File: config.mk
export PLATFORM = sky130hd
export DESIGN_NAME = seq_pattern_tx_flat
export DESIGN_NICKNAME = d
export VERILOG_FILES = /design/src/rtl/seq_tx_pkg.sv /design/src/rtl/seq_pattern_tx_if.sv /design/src/rtl/seq_hit_model.sv /design/src/rtl/seq_pattern_tx.sv /design/src/flat_wrapper.sv
export SDC_FILE = /design/constraint.sdc
export NUM_CORES = 1
export LEC_CHECK = 0
export CAP_MARGIN = 40
export CORE_MARGIN = 2
export CORE_UTILIZATION = 53
export CTS_BUF_LIST = sky130_fd_sc_hd__clkbuf_8
export DETAILED_ROUTE_END_ITERATION = 7
export GPL_TIMING_DRIVEN = 0
export HOLD_SLACK_MARGIN = 0.15
export PLACE_DENSITY_LB_ADDON = 0.2
export SYNTH_ARGS = -nofsm -noshare
export SYNTH_HDL_FRONTEND = slang
export SYNTH_HIERARCHICAL = 1
export SYNTH_SLANG_ARGS = --single-unit
File: constraint.sdc
create_clock -name clk -period 2 [get_ports clk]
set_clock_uncertainty 0.2 [all_clocks]
set_input_delay 0.5 -clock clk [delete_from_list [all_inputs] [get_ports clk]]
set_output_delay 0.5 -clock clk [all_outputs]
set_load 0.02 [all_outputs]
File: src/rtl/seq_tx_pkg.sv
// rtl/seq_tx_pkg.sv - shared state encoding and default sizing for the run-length transmitter
package seq_tx_pkg;

  typedef enum logic [1:0] {
    ST_IDLE = 2'd0,
    ST_RUN  = 2'd1,
    ST_GAP  = 2'd2
  } seq_tx_state_e;

  localparam int DEF_LEN_W   = 4;
  localparam int DEF_GAP     = 2;
  localparam int DEF_DET_LEN = 4;
  localparam int DEF_CNT_W   = 8;

endpackage

File: src/rtl/seq_pattern_tx_if.sv
// rtl/seq_pattern_tx_if.sv - run-length command handshake between a command source and the transmitter
interface seq_pattern_tx_if #(
  parameter int LEN_W = 4
);
  logic             in_valid;
  logic [LEN_W-1:0] in_len;
  logic             in_ready;

  modport master (output in_valid, output in_len, input in_ready);
  modport slave  (input in_valid, input in_len, output in_ready);
endinterface

File: src/rtl/seq_hit_model.sv
// rtl/seq_hit_model.sv - model of the far-end 1-run detector driven by the transmitted bit stream
// Ones accumulate across zeros; reaching the threshold point clears the model whatever the bit.
module seq_hit_model
  import seq_tx_pkg::*;
#(
  parameter int DET_LEN = DEF_DET_LEN,
  parameter int CNT_W   = DEF_CNT_W
) (
  input  logic             clk,
  input  logic             reset,
  input  logic             aout,
  output logic             exp_hit,
  output logic [CNT_W-1:0] count
);

  localparam int             M_W   = $clog2(DET_LEN);
  localparam logic [M_W-1:0] M_TOP = M_W'(DET_LEN - 1);

  logic [M_W-1:0]   m_q, m_d;
  logic [CNT_W-1:0] count_q, count_d;
  logic             at_top;

  always_ff @(posedge clk or negedge reset) begin
    if (!reset) begin
      m_q     <= '0;
      count_q <= '0;
    end else begin
      m_q     <= m_d;
      count_q <= count_d;
    end
  end

  always_comb begin
    at_top  = (m_q == M_TOP);
    exp_hit = aout && at_top;
    m_d     = m_q;
    if (at_top) begin
      m_d = '0;
    end else if (aout) begin
      m_d = m_q + M_W'(1);
    end
    count_d = count_q + CNT_W'(exp_hit);
  end

  assign count = count_q;

endmodule

File: src/rtl/seq_pattern_tx.sv
// rtl/seq_pattern_tx.sv - serialises run-length commands as N ones then GAP zeros, tracking expected detector hits
// Optional abort input is built when SEQ_TX_ABORT_EN is defined.
module seq_pattern_tx
  import seq_tx_pkg::*;
#(
  parameter int LEN_W   = DEF_LEN_W,
  parameter int GAP     = DEF_GAP,
  parameter int DET_LEN = DEF_DET_LEN,
  parameter int CNT_W   = DEF_CNT_W
) (
  input  logic             clk,
  input  logic             reset,
  seq_pattern_tx_if.slave  cmd,
`ifdef SEQ_TX_ABORT_EN
  input  logic             abort,
`endif
  output logic             aout,
  output logic             busy,
  output logic             done,
  output logic             exp_hit,
  output logic [CNT_W-1:0] count,
  output logic [3:0]       led
);

  localparam logic [3:0] GAP_LOAD = 4'(GAP);

  seq_tx_state_e    state_q, state_d;
  logic [LEN_W-1:0] run_cnt_q, run_cnt_d;
  logic [3:0]       gap_cnt_q, gap_cnt_d;
  logic             aout_q;
  logic [3:0]       led_q;
  logic             accept;
  logic             abort_run;

  assign accept = cmd.in_valid && (state_q == ST_IDLE);

`ifdef SEQ_TX_ABORT_EN
  assign abort_run = abort;
`else
  assign abort_run = 1'b0;
`endif

  // aout is registered from the next state so the first one lands right after the accept edge
  always_ff @(posedge clk or negedge reset) begin
    if (!reset) begin
      state_q   <= ST_IDLE;
      run_cnt_q <= '0;
      gap_cnt_q <= '0;
      aout_q    <= 1'b0;
      led_q     <= '0;
    end else begin
      state_q   <= state_d;
      run_cnt_q <= run_cnt_d;
      gap_cnt_q <= gap_cnt_d;
      aout_q    <= (state_d == ST_RUN);
      led_q     <= count[3:0];
    end
  end

  always_comb begin
    state_d   = state_q;
    run_cnt_d = run_cnt_q;
    gap_cnt_d = gap_cnt_q;
    case (state_q)
      ST_IDLE: begin
        if (accept) begin
          if (cmd.in_len != '0) begin
            state_d   = ST_RUN;
            run_cnt_d = cmd.in_len;
          end else begin
            state_d   = ST_GAP;
            gap_cnt_d = GAP_LOAD;
          end
        end
      end
      ST_RUN: begin
        if ((run_cnt_q == LEN_W'(1)) || abort_run) begin
          state_d   = ST_GAP;
          gap_cnt_d = GAP_LOAD;
        end else begin
          run_cnt_d = run_cnt_q - LEN_W'(1);
        end
      end
      ST_GAP: begin
        if (gap_cnt_q == 4'd1) begin
          state_d = ST_IDLE;
        end else begin
          gap_cnt_d = gap_cnt_q - 4'd1;
        end
      end
      default: state_d = ST_IDLE;
    endcase
  end

  always_comb begin
    cmd.in_ready = (state_q == ST_IDLE);
    busy         = (state_q != ST_IDLE);
    done         = (state_q == ST_GAP) && (gap_cnt_q == 4'd1);
  end

  seq_hit_model #(
    .DET_LEN (DET_LEN),
    .CNT_W   (CNT_W)
  ) u_hit_model (
    .clk     (clk),
    .reset   (reset),
    .aout    (aout_q),
    .exp_hit (exp_hit),
    .count   (count)
  );

  assign aout = aout_q;
  assign led  = led_q;

endmodule

File: src/flat_wrapper.sv
// flat-port wrapper written by rule: the top's interface ports become plain ports
module seq_pattern_tx_flat import seq_tx_pkg::*;
#(
  parameter int LEN_W   = DEF_LEN_W,
  parameter int GAP     = DEF_GAP,
  parameter int DET_LEN = DEF_DET_LEN,
  parameter int CNT_W   = DEF_CNT_W
)
  (clk, reset, aout, busy, done, exp_hit, count, led, cmd_in_valid, cmd_in_len, cmd_in_ready);
  seq_pattern_tx_if #(.LEN_W(LEN_W)) cmd_i ();
  input  logic clk;
  input  logic reset;
  output logic aout;
  output logic busy;
  output logic done;
  output logic exp_hit;
  output logic [CNT_W-1:0] count;
  output logic [3:0] led;
  input wire logic [$bits(cmd_i.in_valid)-1:0] cmd_in_valid;
  input wire logic [$bits(cmd_i.in_len)-1:0] cmd_in_len;
  output wire logic [$bits(cmd_i.in_ready)-1:0] cmd_in_ready;
  assign cmd_i.in_valid = cmd_in_valid;
  assign cmd_i.in_len = cmd_in_len;
  assign cmd_in_ready = cmd_i.in_ready;
  seq_pattern_tx #(.LEN_W(LEN_W), .GAP(GAP), .DET_LEN(DET_LEN), .CNT_W(CNT_W)) u_core (.clk(clk), .reset(reset), .cmd(cmd_i), .aout(aout), .busy(busy), .done(done), .exp_hit(exp_hit), .count(count), .led(led));
endmodule
==> impl_metrics.json, run 1 <==
{
  "hold_violations": 0,
  "cts.clk_slew.worst_paths_ns": 0.08,
  "h-tree-depth": 1,
  "syn_area_per_cell_um2": 11.7,
  "cp.required_ns": 1.30,
  "hold_buffers": 0,
  "min_period_ns": 2.18,
  "p_leak_nw": 0.783,
  "fin_nets": 158,
  "syn_area_um2": 1260,
  "whs_ns": 0.207,
  "fin_ws_ns": -0.177,
  "crit_type": "reg2out",
  "initial_core_util_pct": 56.6,
  "period_share_pct": 109,
  "async_reset_ff_share_pct": 100,
  "ys.warnings.count": 6,
  "fin_tns_setup_ns": -0.177,
  "max_slew.worst_pin.slew_ns": 0.534,
  "final-seq-area_um2": 627,
  "first_iter_violations": 19,
  "die-area_um2": 2790,
  "wl_mm": 2.55,
  "cts_sinks": 25,
  "combPwrFrac_pct": 48.7,
  "clockPowerShare_pct": 12.2,
  "row_count": 17,
  "netSwitchingFraction_pct": 40.5,
  "critPathLaunchType": "flip-flop",
  "cp-end-kind": "primary output",
  "r2r_setup_slack_ns": 0.23,
  "stdcell_area_um2": 1680,
  "insertion_delay_ns": 0.26,
  "viasPerCell": 5.60,
  "switchingPower_uw": 968,
  "synth-edff-count": 0,
  "pin_count": 24,
  "area_delta_synth_final_pct": 32.9,
  "drc": 0,
  "port_buffers": 23,
  "antenna_cells": 0,
  "grt_usage_pct": 19.9,
  "die_w_um": 52.8,
  "vias": 957,
  "setup_viol": 1,
  "die_height_um": 52.8,
  "ctsLongestPathBuffers": 2,
  "synth.distinct_cells": 43,
  "p_per_area_nw_per_um2": 1420,
  "violations": "setup timing",
  "power_mw": 2.39,
  "post_dp_cell_area_um2": 1560,
  "multi_input_area_um2": 637,
  "drive_above_1_share_pct": 20.3,
  "synth_nets": 122,
  "worstHoldPathType": "reg2reg",
  "cts_tree": "yes",
  "fillCellCount": 163,
  "relSlewSlack_pct": 64.3,
  "dp_hpwl_mm": 1.81,
  "synth.top_cells.by_area": "dfrtp_1 (50%), ha_1 (6.9%), xor2_1 (3.5%), xnor2_1 (2.8%), nor2_1 (2.4%)",
  "yosysTopAreaCell": "dfrtp_1",
  "gp_congestion": 0.830,
  "status": "finished, violations left",
  "drv_slew": 0,
  "antenna_found_initial": 0,
  "cts_inserted_buffers": 3,
  "routedWlPerCell_um": 14.9,
  "grt_max_degree": 18,
  "clockRootBuffer": "clkbuf_8",
  "ir_worst_vdd_mv": 0.969,
  "timing.fmax_mhz": 459,
  "synthCells": 108,
  "seqPwrFrac_pct": 39.2,
  "overflow": 0,
  "synth-seq-cells": 25,
  "grt_first_pass_wirelength_mm": 4.00,
  "grt_pass1_vias": 916,
  "firstDrtPassIters": 4,
  "arrival_ns": 1.48,
  "yosysSeqAreaShare_pct": 49.5,
  "antenna_left": 0,
  "netlist.area_leader.share_pct": 49.5,
  "crit_path_max_fanout": 3,
  "ys.flop_type": "dfrtp_1",
  "core-area_um2": 2230,
  "p_int_mw": 1.42,
  "maxCapViolations": 0,
  "rsz0062_at_grt": "yes"
}
## power by group through the flow
stage	clock (mW)	combinational [mW]	sequential (mW)
3_3_place_gp	0	1.11	0.915
3_5_place_dp	0	1.16	0.931
4_1_cts	0.303	1.13	0.920
6_report	0.290	1.16	0.935
2_1_floorplan	0	0.634	1.01
5_1_grt	0.320	1.28	0.971
## path summary, 6_finish.rpt
kind	depth (start not counted)	start	to
setup / recovery	5	u_core/gap_cnt_q[1]$_DFFE_PN0P_	done
hold / removal	0	u_core/u_hit_model/count[0]$_DFF_PN0_	u_core/led[0]$_DFF_PN0_
setup reg to reg	5	u_core/run_cnt_q[1]$_DFFE_PN0P_	u_core/run_cnt_q[0]$_DFFE_PN0P_
hold reg to reg	0	u_core/u_hit_model/count[0]$_DFF_PN0_	u_core/led[0]$_DFF_PN0_
max in group asynchronous	2	reset	u_core/u_hit_model/count[0]$_DFF_PN0_
min in group asynchronous	1	reset	u_core/state_q[0]$_DFF_PN0_
## worst max-delay path, stage by stage (launching register included)
cell and delay (ns):
dfrtp_1 0.39, inv_2 0.08, ha_4 0.13, or3b_4 0.39
nor2_4 0.10, buf_6 0.12
## layout make-up
cell class / count / share of cell area [%]
Clock inverter: 1 / 0.298
Inverter: 5 / 1.12
Tap cell: 28 / 2.09
Sequential cell: 25 / 37.3
Clock buffer: 3 / 2.46
Multi-Input combinational cell: 76 / 37.9
Timing Repair Buffer: 31 / 18.0
Buffer: 2 / 0.745
## sequential cells by signal, summed over array words and instances, names as in the netlist
register and count:
u_core/aout 1, u_core/gap_cnt_q 4, u_core/state_q 2, u_core/led 4
u_core/u_hit_model/count 8, u_core/u_hit_model/m_q 2, u_core/run_cnt_q 4
## metal layers
| metal | share of wire (%) | GRT usage [%] | vias to the layer above | wire [µm] |
|---|---|---|---|---|
| met4 | 1.5 | 8.55 | 0 | 38 |
| met5 | 0 | 0 | - | 0 |
| li1 | - | - | 461 | - |
| met2 | 51 | 35.6 | 23 | 1290 |
| met3 | 4.1 | 2.57 | 6 | 104 |
| met1 | 44 | 23.5 | 467 | 1110 |
## synthesized netlist by cell type, types with 2 or more instances
master	instances
a21o_1	2
a21oi_1	3
dfrtp_1	25
ha_1	7
inv_1	5
nand2_1	5
nand2b_1	4
nand3_1	2
nor2_1	8
nor2b_1	4
nor3_1	3
nor3b_1	2
xnor2_1	4
xor2_1	5
## cell families after synthesis
| group | share of synthesized area [%] |
|---|---|
| buffers and inverters | 2.48 |
| AOI/OAI and AO/OA | 13.1 |
| muxes | 1.68 |
| xor gates and xnor gates | 6.24 |
| and+or+nand+nor | 20.1 |
| DFF | 49.5 |
| adders and majority gates | 6.93 |
## timing repair
| action | in CTS | in global routing |
|---|---|---|
| pin swaps | 1 | 2 |
| cloned | 0 | 0 |
| resized for setup | 21 | 5 |
| setup buffers | 2 | 5 |
| endpoints found under the setup margin | 9 | 8 |
## metrics by stage
stage          utilization, %  setup WS (ns)  std cells
2_1_floorplan               -         0.0170        108
3_3_place_gp             68.8         -0.565        159
3_5_place_dp             70.0         -0.598        160
4_1_cts                  72.5         -0.233        166
5_1_grt                  75.2         -0.236        171
6_report                 75.2         -0.177        171
## cells in the final DEF, fill, tap and decap left out, types with 2 or more instances in the layout
cell,n
a21o_1,2
nor2b_1,4
nor2_1,6
xnor2_1,4
dfrtp_1,24
buf_4,8
buf_2,2
nor3b_1,2
ha_1,6
clkbuf_8,3
nand3_1,2
clkdlybuf4s50_1,12
a21oi_1,3
xor2_1,5
nor3_1,3
dlygate4sd2_1,7
nand2b_1,4
inv_1,4
nor2_4,2
dlymetal6s2s_1,2
nand2_1,5
Power figures use the tool's default switching activity.
==> run 2, diff against run 1 <==
- ABC_AREA: unset -> 1
==> impl_metrics.json, run 2 <==
{
  "drc": 0,
  "dp_hpwl_mm": 1.61,
  "grt_first_pass_wirelength_mm": 3.73,
  "grt_max_degree": 18,
  "fin_ws_ns": 0.0462,
  "p_leak_nw": 0.846,
  "insertion_delay_ns": 0.26,
  "period_share_pct": 97.7,
  "holdPathEnd": "u_core/led[0]$_DFF_PN0_",
  "die_height_um": 52.1,
  "gp_congestion": 0.864,
  "cts_tree": "yes",
  "hold_buffers": 0,
  "yosysSeqAreaShare_pct": 51.1,
  "min_period_ns": 1.95,
  "seqPwrFrac_pct": 37.8,
  "cp.required_ns": 1.30,
  "dp_slack_ns": -0.0802,
  "firstDrtPassIters": 4,
  "max_slew.worst_pin.slew_ns": 0.533,
  "setup_viol": 0,
  "cts_sinks": 25,
  "r2r_setup_slack_ns": 0.20,
  "cp_top_family": "buffers and inverters",
  "clockPowerShare_pct": 12.1,
  "netSwitchingFraction_pct": 42.2,
  "stdcell_area_um2": 1590,
  "rr_endpoint": "u_core/u_hit_model/count[6]$_DFF_PN0_",
  "p_int_mw": 1.34,
  "port_buffers": 23,
  "syn_area_per_cell_um2": 8.57,
  "antenna_cells": 0,
  "largest_register_ffs": 8,
  "h-tree-depth": 1,
  "worstHoldPathType": "reg2reg",
  "whs_ns": 0.232,
  "post_dp_cell_area_um2": 1520,
  "synthTopCellsByCount": "nand2_1 (41), dfrtp_1 (25), inv_1 (17)",
  "drv_slew": 0,
  "r2r_cells": 8,
  "mostFrequentLayoutCell": "nand2_1",
  "max_stage_delay_ns": 0.61,
  "pin_count": 24,
  "ctsLongestPathBuffers": 2,
  "synth-seq-cells": 25,
  "timing.fmax_mhz": 512,
  "critPathSlowestCell": "clkdlybuf4s50_1",
  "core-area_um2": 2190,
  "wl_mm": 2.21,
  "fin_tns_setup_ns": 0,
  "synth.distinct_cells": 17,
  "grt_pass1_vias": 913,
  "fin_nets": 189,
  "fillCellCount": 153,
  "drive_above_1_share_pct": 10.9,
  "vias": 1008,
  "path_cells": "clkdlybuf4s50_1",
  "routedWlPerCell_um": 11.0,
  "worst_hold_path.num_cells": 0,
  "crit_type": "reg2out",
  "synth_nets": 157,
  "power_mw": 2.32,
  "relSlewSlack_pct": 64.4,
  "syn_area_um2": 1220,
  "antenna_left": 0,
  "path_buf_inv": 1,
  "critPathLaunchType": "flip-flop",
  "cts.clk_slew.worst_paths_ns": 0.08,
  "crit_path_max_fanout": 3,
  "combPwrFrac_pct": 50.1,
  "ir_worst_vdd_mv": 0.961,
  "netlist.area_leader.share_pct": 51.1,
  "viasPerCell": 4.99,
  "async_reset_ff_share_pct": 100,
  "hold_violations": 0,
  "first_iter_violations": 18,
  "area_delta_synth_final_pct": 29.5,
  "status": "completed",
  "yosysMostFrequentCell": "nand2_1",
  "synthCells": 143,
  "initial_core_util_pct": 55.9,
  "ys.flop_type": "dfrtp_1",
  "clockRootBuffer": "clkbuf_8",
  "p_per_area_nw_per_um2": 1460,
  "switchingPower_uw": 979,
  "cts_inserted_buffers": 3,
  "synth-edff-count": 0,
  "synth.top_cells.by_area": "dfrtp_1 (51%), nand2_1 (13%), ha_1 (7.2%), inv_1 (5.2%), nor2_1 (4.6%)",
  "rr_startpoint": "u_core/u_hit_model/m_q[0]$_DFFE_PN0P_",
  "yosysTopAreaCell": "dfrtp_1",
  "ys.warnings.count": 6,
  "antenna_found_initial": 0,
  "die_w_um": 52.1,
  "overflow": 0,
  "maxCapViolations": 0,
  "min_from": "u_core/u_hit_model/count[0]$_DFF_PN0_",
  "row_count": 17,
  "arrival_ns": 1.25,
  "layout_common_cells": "nand2_1 (41), dfrtp_1 (25), inv_1 (18)",
  "cp-end-kind": "primary output",
  "die-area_um2": 2710,
  "grt_usage_pct": 18.1
}
[run 2: logic make-up after synthesis]
logic type / Yosys count / share of synthesized area, %
simple gates: 78 / 28.5
flops: 25 / 51.1
buf+inv: 17 / 5.21
compound gates: 11 / 4.49
fa+ha+maj: 7 / 7.15
xor+xnor: 5 / 3.57
[run 2: worst max-delay path by stage]
stage                                          start                               endpoint  slack [ns]  depth (start not counted)
2_1_floorplan  u_core/u_hit_model/m_q[0]$_DFFE_PN0P_  u_core/u_hit_model/count[6]$_DFF_PN0_        0.21                          9
3_3_place_gp         u_core/gap_cnt_q[1]$_DFFE_PN0P_                                   done       -0.07                          5
3_5_place_dp         u_core/gap_cnt_q[1]$_DFFE_PN0P_                                   done       -0.08                          5
4_1_cts        u_core/u_hit_model/count[5]$_DFF_PN0_                               count[5]       0.007                          1
5_1_grt              u_core/gap_cnt_q[1]$_DFFE_PN0P_                                   done       -0.01                          5
6_report       u_core/u_hit_model/count[0]$_DFF_PN0_                               count[0]        0.05                          1
[run 2: area by class of cell]
class | count | area [µm²] | area share, %
Clock buffer | 3 | 41.3 | 2.60
Timing Repair Buffer | 27 | 279 | 17.6
Inverter | 17 | 63.8 | 4.02
Clock inverter | 1 | 3.75 | 0.237
Tap cell | 28 | 35.0 | 2.21
Sequential cell | 25 | 626 | 39.4
Multi-Input combinational cell | 101 | 538 | 33.9
[run 2: metrics by stage]
step,instances,util [%]
after floorplan,143,-
after global placement,194,68.0
after detailed placement,195,69.3
after CTS,199,70.8
after global routing,202,72.4
final,202,72.4
[run 2: power by group through the flow]
stage | Combinational [mW] | Clock (mW) | Sequential (mW)
floorplan | 0.650 | 0 | 0.975
global placement | 1.11 | 0 | 0.878
detailed placement | 1.16 | 0 | 0.888
CTS | 1.11 | 0.292 | 0.878
global route | 1.29 | 0.313 | 0.905
finish | 1.16 | 0.281 | 0.878
[run 2: metal layers]
layer  vias up  GRT usage (%)  part of all wire (%)
met3         2           1.72                   4.0
met4         0           6.58                  0.72
met2        22           30.6                    46
li1        513              -                     -
met5         -              0                     0
met1       471           24.1                    49
[run 2: timing repair]
| item | 4_1_cts | 5_1_grt |
|---|---|---|
| endpoints found under the setup margin | 8 | 5 |
| hold endpoints to repair | 0 | 0 |
| buffers inserted | 0 | 3 |
| resized for setup | 13 | 5 |
| pin swaps | 0 | 1 |
